==> src/rtl/board_io_pkg.sv <==
// Shared types, defaults and helpers for the board I/O front-end.
package board_io_pkg;

    typedef enum logic [1:0] {
        S_HOLD,
        S_RUN,
        S_STEP
    } core_state_t;

    // 10 ms of stability at a 50 MHz board clock
    localparam int DEF_DEBOUNCE_CYC = 500000;
    localparam int DEF_CLK_DIV      = 2;

    // Counter width able to index 0..n-1, never narrower than one bit
    function automatic int clog2_min1(input int n);
        int w;
        w = $clog2(n);
        return (w < 1) ? 1 : w;
    endfunction

endpackage

==> src/rtl/board_io_if.sv <==
// Board-side bundle: raw keys/switches in, debounced levels and core controls out.
interface board_io_if #(
    parameter int N_KEY = 4,
    parameter int N_SW  = 10
);
    logic [N_KEY-1:0] i_key;
    logic [N_SW-1:0]  i_sw;
    logic             i_step_mode;
    logic [N_KEY-1:0] o_key_level;
    logic [N_KEY-1:0] o_key_press;
    logic [N_SW-1:0]  o_sw;
    logic             o_core_en;
    logic             o_core_rst;
    logic             o_mode_step;

    // Board / stimulus side
    modport master (
        output i_key, i_sw, i_step_mode,
        input  o_key_level, o_key_press, o_sw, o_core_en, o_core_rst, o_mode_step
    );

    // Controller side
    modport slave (
        input  i_key, i_sw, i_step_mode,
        output o_key_level, o_key_press, o_sw, o_core_en, o_core_rst, o_mode_step
    );
endinterface

==> src/rtl/debounce_ch.sv <==
// One input channel: multi-flop synchroniser, stability counter, rising-edge pulse.
module debounce_ch
    import board_io_pkg::*;
#(
    parameter int   SYNC_STAGES  = 2,
    parameter int   DEBOUNCE_CYC = DEF_DEBOUNCE_CYC,
    parameter logic RESET_VAL    = 1'b0
) (
    input  logic i_clk,
    input  logic i_reset,
    input  logic i_raw,
    output logic o_level,
    output logic o_rise
);

    localparam int CNT_W = clog2_min1(DEBOUNCE_CYC + 1);
    localparam logic [CNT_W-1:0] CNT_LAST = CNT_W'(DEBOUNCE_CYC - 1);

    logic [SYNC_STAGES-1:0] sync_q;
    logic                   synced;
    logic [CNT_W-1:0]       cnt_q;
    logic                   stable_q;
    logic                   prev_q;
    logic                   rise_q;

    assign synced = sync_q[SYNC_STAGES-1];

    // Shift the raw input through the synchroniser chain
    always_ff @(posedge i_clk or posedge i_reset) begin
        if (i_reset) begin
            sync_q <= {SYNC_STAGES{RESET_VAL}};
        end else begin
            sync_q <= {sync_q[SYNC_STAGES-2:0], i_raw};
        end
    end

    // Accept the synced value only once it has differed for DEBOUNCE_CYC cycles
    always_ff @(posedge i_clk or posedge i_reset) begin
        if (i_reset) begin
            cnt_q    <= '0;
            stable_q <= RESET_VAL;
        end else if (synced == stable_q) begin
            cnt_q <= '0;
        end else if (cnt_q == CNT_LAST) begin
            stable_q <= synced;
            cnt_q    <= '0;
        end else begin
            cnt_q <= cnt_q + 1'b1;
        end
    end

    // Registered one-cycle pulse on each accepted 0->1 transition
    always_ff @(posedge i_clk or posedge i_reset) begin
        if (i_reset) begin
            prev_q <= RESET_VAL;
            rise_q <= 1'b0;
        end else begin
            prev_q <= stable_q;
            rise_q <= stable_q & ~prev_q;
        end
    end

    assign o_level = stable_q;
    assign o_rise  = rise_q;

endmodule

==> src/rtl/board_io_ctrl.sv <==
// Board front-end: debounced keys/switches, core clock-enable (run or single-step)
// and a stretched core reset, all on the single system clock.
module board_io_ctrl
    import board_io_pkg::*;
#(
    parameter int N_KEY        = 4,
    parameter int N_SW         = 10,
    parameter int SYNC_STAGES  = 2,
    parameter int DEBOUNCE_CYC = DEF_DEBOUNCE_CYC,
    parameter int CLK_DIV      = DEF_CLK_DIV,
    parameter int STEP_KEY     = 0,
    parameter int RST_HOLD     = 16
) (
    input  logic  i_clk,
    input  logic  i_reset,
    board_io_if.slave bus
);

    localparam int HOLD_W = clog2_min1(RST_HOLD);
    localparam int DIV_W  = clog2_min1(CLK_DIV);
    localparam logic [HOLD_W-1:0] HOLD_LAST = HOLD_W'(RST_HOLD - 1);
    localparam logic [DIV_W-1:0]  DIV_LAST  = DIV_W'(CLK_DIV - 1);

    logic [N_KEY-1:0] key_level;
    logic [N_KEY-1:0] key_press;
    logic [N_SW-1:0]  sw_level;
    logic [N_SW-1:0]  sw_rise_unused;
    logic             mode_step;
    logic             mode_rise_unused;

    core_state_t       state_q, state_d;
    logic [HOLD_W-1:0] hold_q, hold_d;
    logic [DIV_W-1:0]  div_q, div_d;
    logic              step_req_q;
    logic              core_en;
    logic              core_rst;

    // Keys are active-low on the board; invert so the channel sees 1 = pressed
    for (genvar k = 0; k < N_KEY; k++) begin : g_key
        debounce_ch #(
            .SYNC_STAGES (SYNC_STAGES),
            .DEBOUNCE_CYC(DEBOUNCE_CYC),
            .RESET_VAL   (1'b0)
        ) u_key (
            .i_clk  (i_clk),
            .i_reset(i_reset),
            .i_raw  (~bus.i_key[k]),
            .o_level(key_level[k]),
            .o_rise (key_press[k])
        );
    end

    for (genvar s = 0; s < N_SW; s++) begin : g_sw
        debounce_ch #(
            .SYNC_STAGES (SYNC_STAGES),
            .DEBOUNCE_CYC(DEBOUNCE_CYC),
            .RESET_VAL   (1'b0)
        ) u_sw (
            .i_clk  (i_clk),
            .i_reset(i_reset),
            .i_raw  (bus.i_sw[s]),
            .o_level(sw_level[s]),
            .o_rise (sw_rise_unused[s])
        );
    end

    debounce_ch #(
        .SYNC_STAGES (SYNC_STAGES),
        .DEBOUNCE_CYC(DEBOUNCE_CYC),
        .RESET_VAL   (1'b0)
    ) u_mode (
        .i_clk  (i_clk),
        .i_reset(i_reset),
        .i_raw  (bus.i_step_mode),
        .o_level(mode_step),
        .o_rise (mode_rise_unused)
    );

    // State, stretch counter, divider and the delayed step request
    always_ff @(posedge i_clk or posedge i_reset) begin
        if (i_reset) begin
            state_q    <= S_HOLD;
            hold_q     <= '0;
            div_q      <= '0;
            step_req_q <= 1'b0;
        end else begin
            state_q    <= state_d;
            hold_q     <= hold_d;
            div_q      <= div_d;
            step_req_q <= key_press[STEP_KEY];
        end
    end

    // Next state and core controls; a mode change costs one silent cycle
    always_comb begin
        state_d  = state_q;
        hold_d   = hold_q;
        div_d    = div_q;
        core_en  = 1'b0;
        core_rst = 1'b0;
        case (state_q)
            S_HOLD: begin
                core_rst = 1'b1;
                if (hold_q == HOLD_LAST) begin
                    hold_d  = '0;
                    state_d = mode_step ? S_STEP : S_RUN;
                end else begin
                    hold_d = hold_q + 1'b1;
                end
            end
            S_RUN: begin
                if (mode_step) begin
                    state_d = S_STEP;
                    div_d   = '0;
                end else begin
                    core_en = (div_q == DIV_LAST);
                    div_d   = (div_q == DIV_LAST) ? '0 : div_q + 1'b1;
                end
            end
            S_STEP: begin
                if (!mode_step) begin
                    state_d = S_RUN;
                    div_d   = '0;
                end else begin
                    core_en = step_req_q;
                end
            end
            default: begin
                state_d = S_HOLD;
            end
        endcase
    end

    assign bus.o_key_level = key_level;
    assign bus.o_key_press = key_press;
    assign bus.o_sw        = sw_level;
    assign bus.o_core_en   = core_en;
    assign bus.o_core_rst  = core_rst;
    assign bus.o_mode_step = mode_step;

endmodule
==> src/flat_wrapper.sv <==
// flat-port wrapper written by rule: the top's interface ports become plain ports
module board_io_ctrl_flat import board_io_pkg::*;
#(
    parameter int N_KEY        = 4,
    parameter int N_SW         = 10,
    parameter int SYNC_STAGES  = 2,
    parameter int DEBOUNCE_CYC = DEF_DEBOUNCE_CYC,
    parameter int CLK_DIV      = DEF_CLK_DIV,
    parameter int STEP_KEY     = 0,
    parameter int RST_HOLD     = 16
)
  (i_clk, i_reset, bus_i_key, bus_i_sw, bus_i_step_mode, bus_o_key_level, bus_o_key_press, bus_o_sw, bus_o_core_en, bus_o_core_rst, bus_o_mode_step);
  board_io_if #(.N_KEY(N_KEY), .N_SW(N_SW)) bus_i ();
  input  logic i_clk;
  input  logic i_reset;
  input wire logic [$bits(bus_i.i_key)-1:0] bus_i_key;
  input wire logic [$bits(bus_i.i_sw)-1:0] bus_i_sw;
  input wire logic [$bits(bus_i.i_step_mode)-1:0] bus_i_step_mode;
  output wire logic [$bits(bus_i.o_key_level)-1:0] bus_o_key_level;
  output wire logic [$bits(bus_i.o_key_press)-1:0] bus_o_key_press;
  output wire logic [$bits(bus_i.o_sw)-1:0] bus_o_sw;
  output wire logic [$bits(bus_i.o_core_en)-1:0] bus_o_core_en;
  output wire logic [$bits(bus_i.o_core_rst)-1:0] bus_o_core_rst;
  output wire logic [$bits(bus_i.o_mode_step)-1:0] bus_o_mode_step;
  assign bus_i.i_key = bus_i_key;
  assign bus_i.i_sw = bus_i_sw;
  assign bus_i.i_step_mode = bus_i_step_mode;
  assign bus_o_key_level = bus_i.o_key_level;
  assign bus_o_key_press = bus_i.o_key_press;
  assign bus_o_sw = bus_i.o_sw;
  assign bus_o_core_en = bus_i.o_core_en;
  assign bus_o_core_rst = bus_i.o_core_rst;
  assign bus_o_mode_step = bus_i.o_mode_step;
  board_io_ctrl #(.N_KEY(N_KEY), .N_SW(N_SW), .SYNC_STAGES(SYNC_STAGES), .DEBOUNCE_CYC(DEBOUNCE_CYC), .CLK_DIV(CLK_DIV), .STEP_KEY(STEP_KEY), .RST_HOLD(RST_HOLD)) u_core (.i_clk(i_clk), .i_reset(i_reset), .bus(bus_i));
endmodule
==> config.mk <==
export PLATFORM = sky130hd
export DESIGN_NAME = board_io_ctrl_flat
export DESIGN_NICKNAME = d
export VERILOG_FILES = /design/src/rtl/board_io_pkg.sv /design/src/rtl/board_io_if.sv /design/src/rtl/debounce_ch.sv /design/src/rtl/board_io_ctrl.sv /design/src/flat_wrapper.sv
export SDC_FILE = /design/constraint.sdc
export NUM_CORES = 1
export LEC_CHECK = 0
export ABC_AREA = 1
export CAP_MARGIN = 20
export CELL_PAD_IN_SITES_DETAIL_PLACEMENT = 0
export CELL_PAD_IN_SITES_GLOBAL_PLACEMENT = 1
export CORE_ASPECT_RATIO = 1.4
export CORE_MARGIN = 4
export CORE_UTILIZATION = 51
export DETAILED_ROUTE_END_ITERATION = 10
export PLACE_DENSITY_LB_ADDON = 0.3
export SYNTH_ARGS = -nofsm -noshare
export SYNTH_HDL_FRONTEND = slang
export SYNTH_SLANG_ARGS = --single-unit
export TNS_END_PERCENT = 100
==> constraint.sdc <==
create_clock -name i_clk -period 17.3 [get_ports i_clk]
set_input_delay 2.595 -clock i_clk [delete_from_list [all_inputs] [get_ports i_clk]]
set_output_delay 2.595 -clock i_clk [all_outputs]
set_load 0.01 [all_outputs]
==> After elaboration in Yosys (flattened, before gate mapping) <==
Index checks and enable logic that the tools add are counted.
{ "word_totals": {"inputBits": 17, "reg_bits": 346, "word_cells": 200} }
{ "op_classes": {"addsub": 17, "muxes": 44, "n_eq_ne": 36, "n_bitwise": 27, "n_reduce_logical": 19} }
{ "ops": {"columns": ["op", "count"], "rows": [
  ["19-bit 2-to-1 mux", 30],
  ["19-bit by 1-bit adder with 19-bit output (second input constant)", 15],
  ["19-bit equality test (second input constant)", 15],
  ["2-bit AND reduction", 16],
  ["1-bit inverter", 23],
  ["1-bit equality test", 15],
  ["2-bit 2-to-1 mux", 4],
  ["1-bit 2-to-1 mux", 6],
  ["2-bit one-hot mux with 3 select lines", 1],
  ["4-bit by 1-bit adder with 4-bit output (second input constant)", 1],
  ["1-bit AND", 4],
  ["4-bit equality test (second input constant)", 1],
  ["4-bit 2-to-1 mux", 1],
  ["2-bit != test (second input constant)", 2],
  ["1-bit one-hot mux with 2 select lines", 2],
  ["3-bit AND reduction", 1],
  ["2-bit by 1-bit equality test with 1-bit output (second input constant)", 1],
  ["2-bit equality test (second input constant)", 1],
  ["2-bit logical NOT", 1],
  ["2-bit by 1-bit != test with 1-bit output (second input constant)", 1],
  ["2-bit nonzero test", 1],
  ["1-bit adder (second input constant)", 1]
]} }

==> Longest topological paths before layout <==
{ "depth": {"word_depth": 4, "depth_mapped": 9, "depth_no_buf": 9} }

==> Modules after synthesis <==
From an unflattened synthesis, not the netlist that was laid out.
{ "hier_totals": {"cells_unflattened": 2372, "hier_area_um2": 19824.0} }
{ "modules_own_cells": {"columns": ["mod", "n_inst", "seq_area_each_um2", "cells_per_inst", "area_each_um2"], "rows": [
  ["debounce_ch", 15, 600.6, 154, 1290.0],
  ["board_io_ctrl", 1, 200.2, 62, 474.2]
]} }

==> Worst setup path after synthesis <==
No wires, ideal clock.
{ "synth_path": {"kind": "register to output", "startpoint": "register u_core.state_q[1]", "endpoint": "output port bus_o_core_en", "required_time_ns": 14.705, "path_stages_with_launch": 7, "arrival_time_ns": 1.139, "path_slack_ns": 13.566, "path_cell_list": "dfrtp_1 > inv_1 > ha_1 > inv_1 > nor2_1 > nand2_1 > a21boi_0"} }
{ "synth_via": {"elab_chain_len": 2, "elab_cells_between_ends": 3, "classes_between": "eq/ne (2); mux (1)"} }
{ "synth_lines": {"columns": ["element", "line", "rtl"], "rows": [
  ["from (decl)", "board_io_ctrl.sv:31", "core_state_t state_q, state_d;"],
  ["from (signal assigned)", "board_io_ctrl.sv:87", "state_q <= state_d;"],
  ["2-bit equality test or 2-bit by 1-bit equality test with 1-bit output (tied branches)", "board_io_ctrl.sv:101", "case (state_q)"],
  ["1-bit one-hot mux with 2 select lines (*)", "board_io_ctrl.sv:101", null],
  ["to (decl)", "flat_wrapper.sv:22", "output wire logic [$bits(bus_i.o_core_en)-1:0] bus_o_core_en;"]
]} }
Every way passes the cells marked *; elsewhere a longest branch is shown, timed or not.

==> Worst setup path after layout <==
Ends and elaborated chain as after synthesis.

==> results.md <==
* Post-CTS setup repair buffer count at 0
* First-pass GRT wire length at 71,200 microns
* Syn Nets at 2,572
* Peak Freq at 207 MHz
* Combinational Power Share at 3.2%
* HPWL Detailed at 29,800 microns
* Starting DRT DRC Count at 708
* Most frequent cells in the layout: nor2_1 (672), nand2_1 (512), dfrtp_1 (346)
* Setup crit end kind: output port
* Avg Vias per Cell at 5.10
* CP Launch Type: register
* Final instance area at 21,300 sq um
* Clock transition at the registers of the reported paths at 60 ps
* Chip Height at 237 microns
* Worst Clk Skew at 14.4 ps
* Antenna-violating nets left at 0
* IO Pins at 38
* Clock power frac at 49.5%
* CP arrival at 2230 ps
* Placed cell area at 19,900 sq um
* Sequential-to-total area share from yosys stat at 45.4%
* Mapped Cells at 2,536
* Critical path class: reg -> out
* VDD IR-drop max at 0.0893 mV
* Root Driver: clkbuf_16
* Hold/Removal Path Class: reg -> reg
* Nets at 2,621
* Initial Util at 51.7%
* Period minus WS final at 4830 ps
* Final hold violation count at 0
* Sw Ratio at 21.8%
* Routed len/inst at 13.3 microns
* Router iterations before antenna repair at 5
* Netlist Area Pre-Place at 19,100 sq um
* Hold Buf Count CTS at 0
* Share of cells above drive strength 1 at 8.07%
* WHS Path Cells at 0
* Via count at 15,700
* Total grt overflow at 0
* Die width at 171 microns
* H-tree levels at 2
* Clock buffer count from CTS at 37
* Worst slack at placement at 11,560 ps
* Die area at 40,600 sq um
* CORE AREA at 36,900 sq um
* Status: finished, final reports clean
* Std cell rows at 83
* Setup TNS at 0 ps
* Synth top area cells: dfrtp_1 (45%), nor2_1 (13%), nand2_1 (10%), nand3_1 (5.4%), inv_1 (4.8%)
* Syn avg cell area at 7.52 sq um
* Flop pwr share at 47.4%
* Post-synth top area cell: dfrtp_1
* CTS tree: done
* Final setup viols at 0
* Placer Congestion at 0.878
* FF+latch count, synth at 346
* Antenna diodes at 0
* Post-route DRC at 0
* # fillers at 3,485
* Antenna violations before repair at 0
* Final WL at 41,000 microns
* Area grow syn2layout at 11.4%
* Warning count from the yosys run at 0
* Final Cycle Share at 27.9%
* Clk sinks at 346
* Max cap viols at 0
* GRT Overall Usage at 20.6%
* Yosys cell types at 33
* Commonest non-fill, non-tap cell in the layout: nor2_1
* Leakage at 8.76 nW
* Final Power at 1.75 mW
* Post-cts resize count at 0
* Fin. max-slew vios at 0
* Worst slew pin tran at 954 ps
* Worst-path maximum fanout at 4
* Clock Latency Late Sink at 530 ps
* Yosys top cell area share at 45.4%
* Largest net degree at the start of global routing at 139
* Fin worst setup slack at 12,470 ps
* Worst slew margin at 36.4%
* WP data required at 14,700 ps
* Port Buffer Count at 37
* RSZ-0062 raised after global routing: false
* Internal power at 1.37 mW
* Reg2reg path depth at 3
* Vias in the first global route at 15,700
* Sw Pwr at 0.381 mW
* PD cells at 82.4 nW/um^2
* Clock Path Buffers at 3
-- stage by stage --
step	hold slack [ps]	util, %	std cells
2_1_floorplan	331	-	2536
3_3_place_gp	332	53.9	3012
3_5_place_dp	336	53.9	3012
4_1_cts	350	57.6	3080
5_1_grt	352	57.6	3081
6_report	350	57.6	3081
-- final timing paths --
check	start	end	slack (ps)
max in group asynchronous	i_reset	u_core.g_sw[6].u_sw.cnt_q[3]	12740
max reg2reg	u_core.g_sw[1].u_sw.o_level	u_core.g_sw[1].u_sw.cnt_q[2]	15710
min reg2reg	u_core.g_sw[3].u_sw.sync_q[0]	u_core.g_sw[3].u_sw.sync_q[1]	350
min	u_core.g_sw[3].u_sw.sync_q[0]	u_core.g_sw[3].u_sw.sync_q[1]	350
max	u_core.state_q[1]	bus_o_core_en	12470
min in group asynchronous	i_reset	u_core.g_sw[4].u_sw.cnt_q[18]	2690
-- routing by layer --
metal / GRT usage (%) / share of wire [%] / up-vias
met3: 2.77 / 2.5 / 84
met4: 7.13 / 3.0 / 0
li1: - / - / 8034
met2: 37.5 / 52 / 204
met5: 0 / 0 / -
met1: 24.8 / 42 / 7392
-- kinds of logic after synthesis --
kind of cell	Yosys count	synth area share, %
compound gates	128	3.58
fa+ha+maj	19	1.25
buf+inv	280	5.94
xor+xnor	140	6.51
flops	346	45.4
simple gates	1623	37.3
-- Yosys cell counts --
master	number
a21boi_0	1
a21oi_1	41
a31oi_1	1
and2_1	26
buf_2	5
buf_4	20
clkbuf_1	7
dfrtp_1	346
ha_1	19
inv_1	242
inv_2	6
nand2_1	512
nand2_2	37
nand2_4	3
nand3_1	207
nand3_2	3
nand3b_1	9
nand3b_2	2
nand4_1	28
nor2_1	672
nor2_2	51
nor2_4	19
nor3_1	22
nor3_2	14
nor3b_1	18
o21ai_0	52
o21ai_1	18
o21bai_1	12
o21bai_2	1
o22ai_1	2
xnor2_1	42
xor2_1	96
xor2_2	2
-- power groups by stage --
stage                     clock (mW)  sequential (mW)  combinational [mW]
after floorplan                    0            0.843              0.0392
after global placement             0            0.844              0.0551
after detailed placement           0            0.844              0.0568
after CTS                      0.895            0.829              0.0570
after global routing           0.927            0.831              0.0649
final                          0.866            0.829              0.0553
-- layout make-up --
type	instances	area (sq um)	share of cell area, %
Multi-Input combinational cell	1910	9280	43.7
Inverter	248	938	4.42
Clock inverter	17	228	1.07
Sequential cell	346	8660	40.7
Clock buffer	51	1130	5.32
Timing Repair Buffer	42	428	2.01
Tap cell	467	584	2.75
-- worst max-delay path: stages (launching register included) --
cell and delay (ps):
dfrtp_1 400, inv_1 120, ha_1 190, inv_1 40
nor2_1 150, nand2_1 80, a21boi_0 170, clkdlybuf4s50_1 560
-- state kept, by name, indices dropped and copies added, names as in the netlist, 2 cells and up --
name,count
u_core.g_sw.u_sw.cnt_q,190
u_core.g_key.u_key.prev_q,4
u_core.g_sw.u_sw.o_level,10
u_core.u_mode.cnt_q,19
u_core.g_key.u_key.sync_q,8
u_core.hold_q,4
u_core.state_q,2
u_core.u_mode.sync_q,2
u_core.g_sw.u_sw.sync_q,20
u_core.g_key.u_key.o_rise,4
u_core.g_key.u_key.o_level,4
u_core.g_key.u_key.cnt_q,76
No activity file was read; power rests on OpenSTA's default activity.
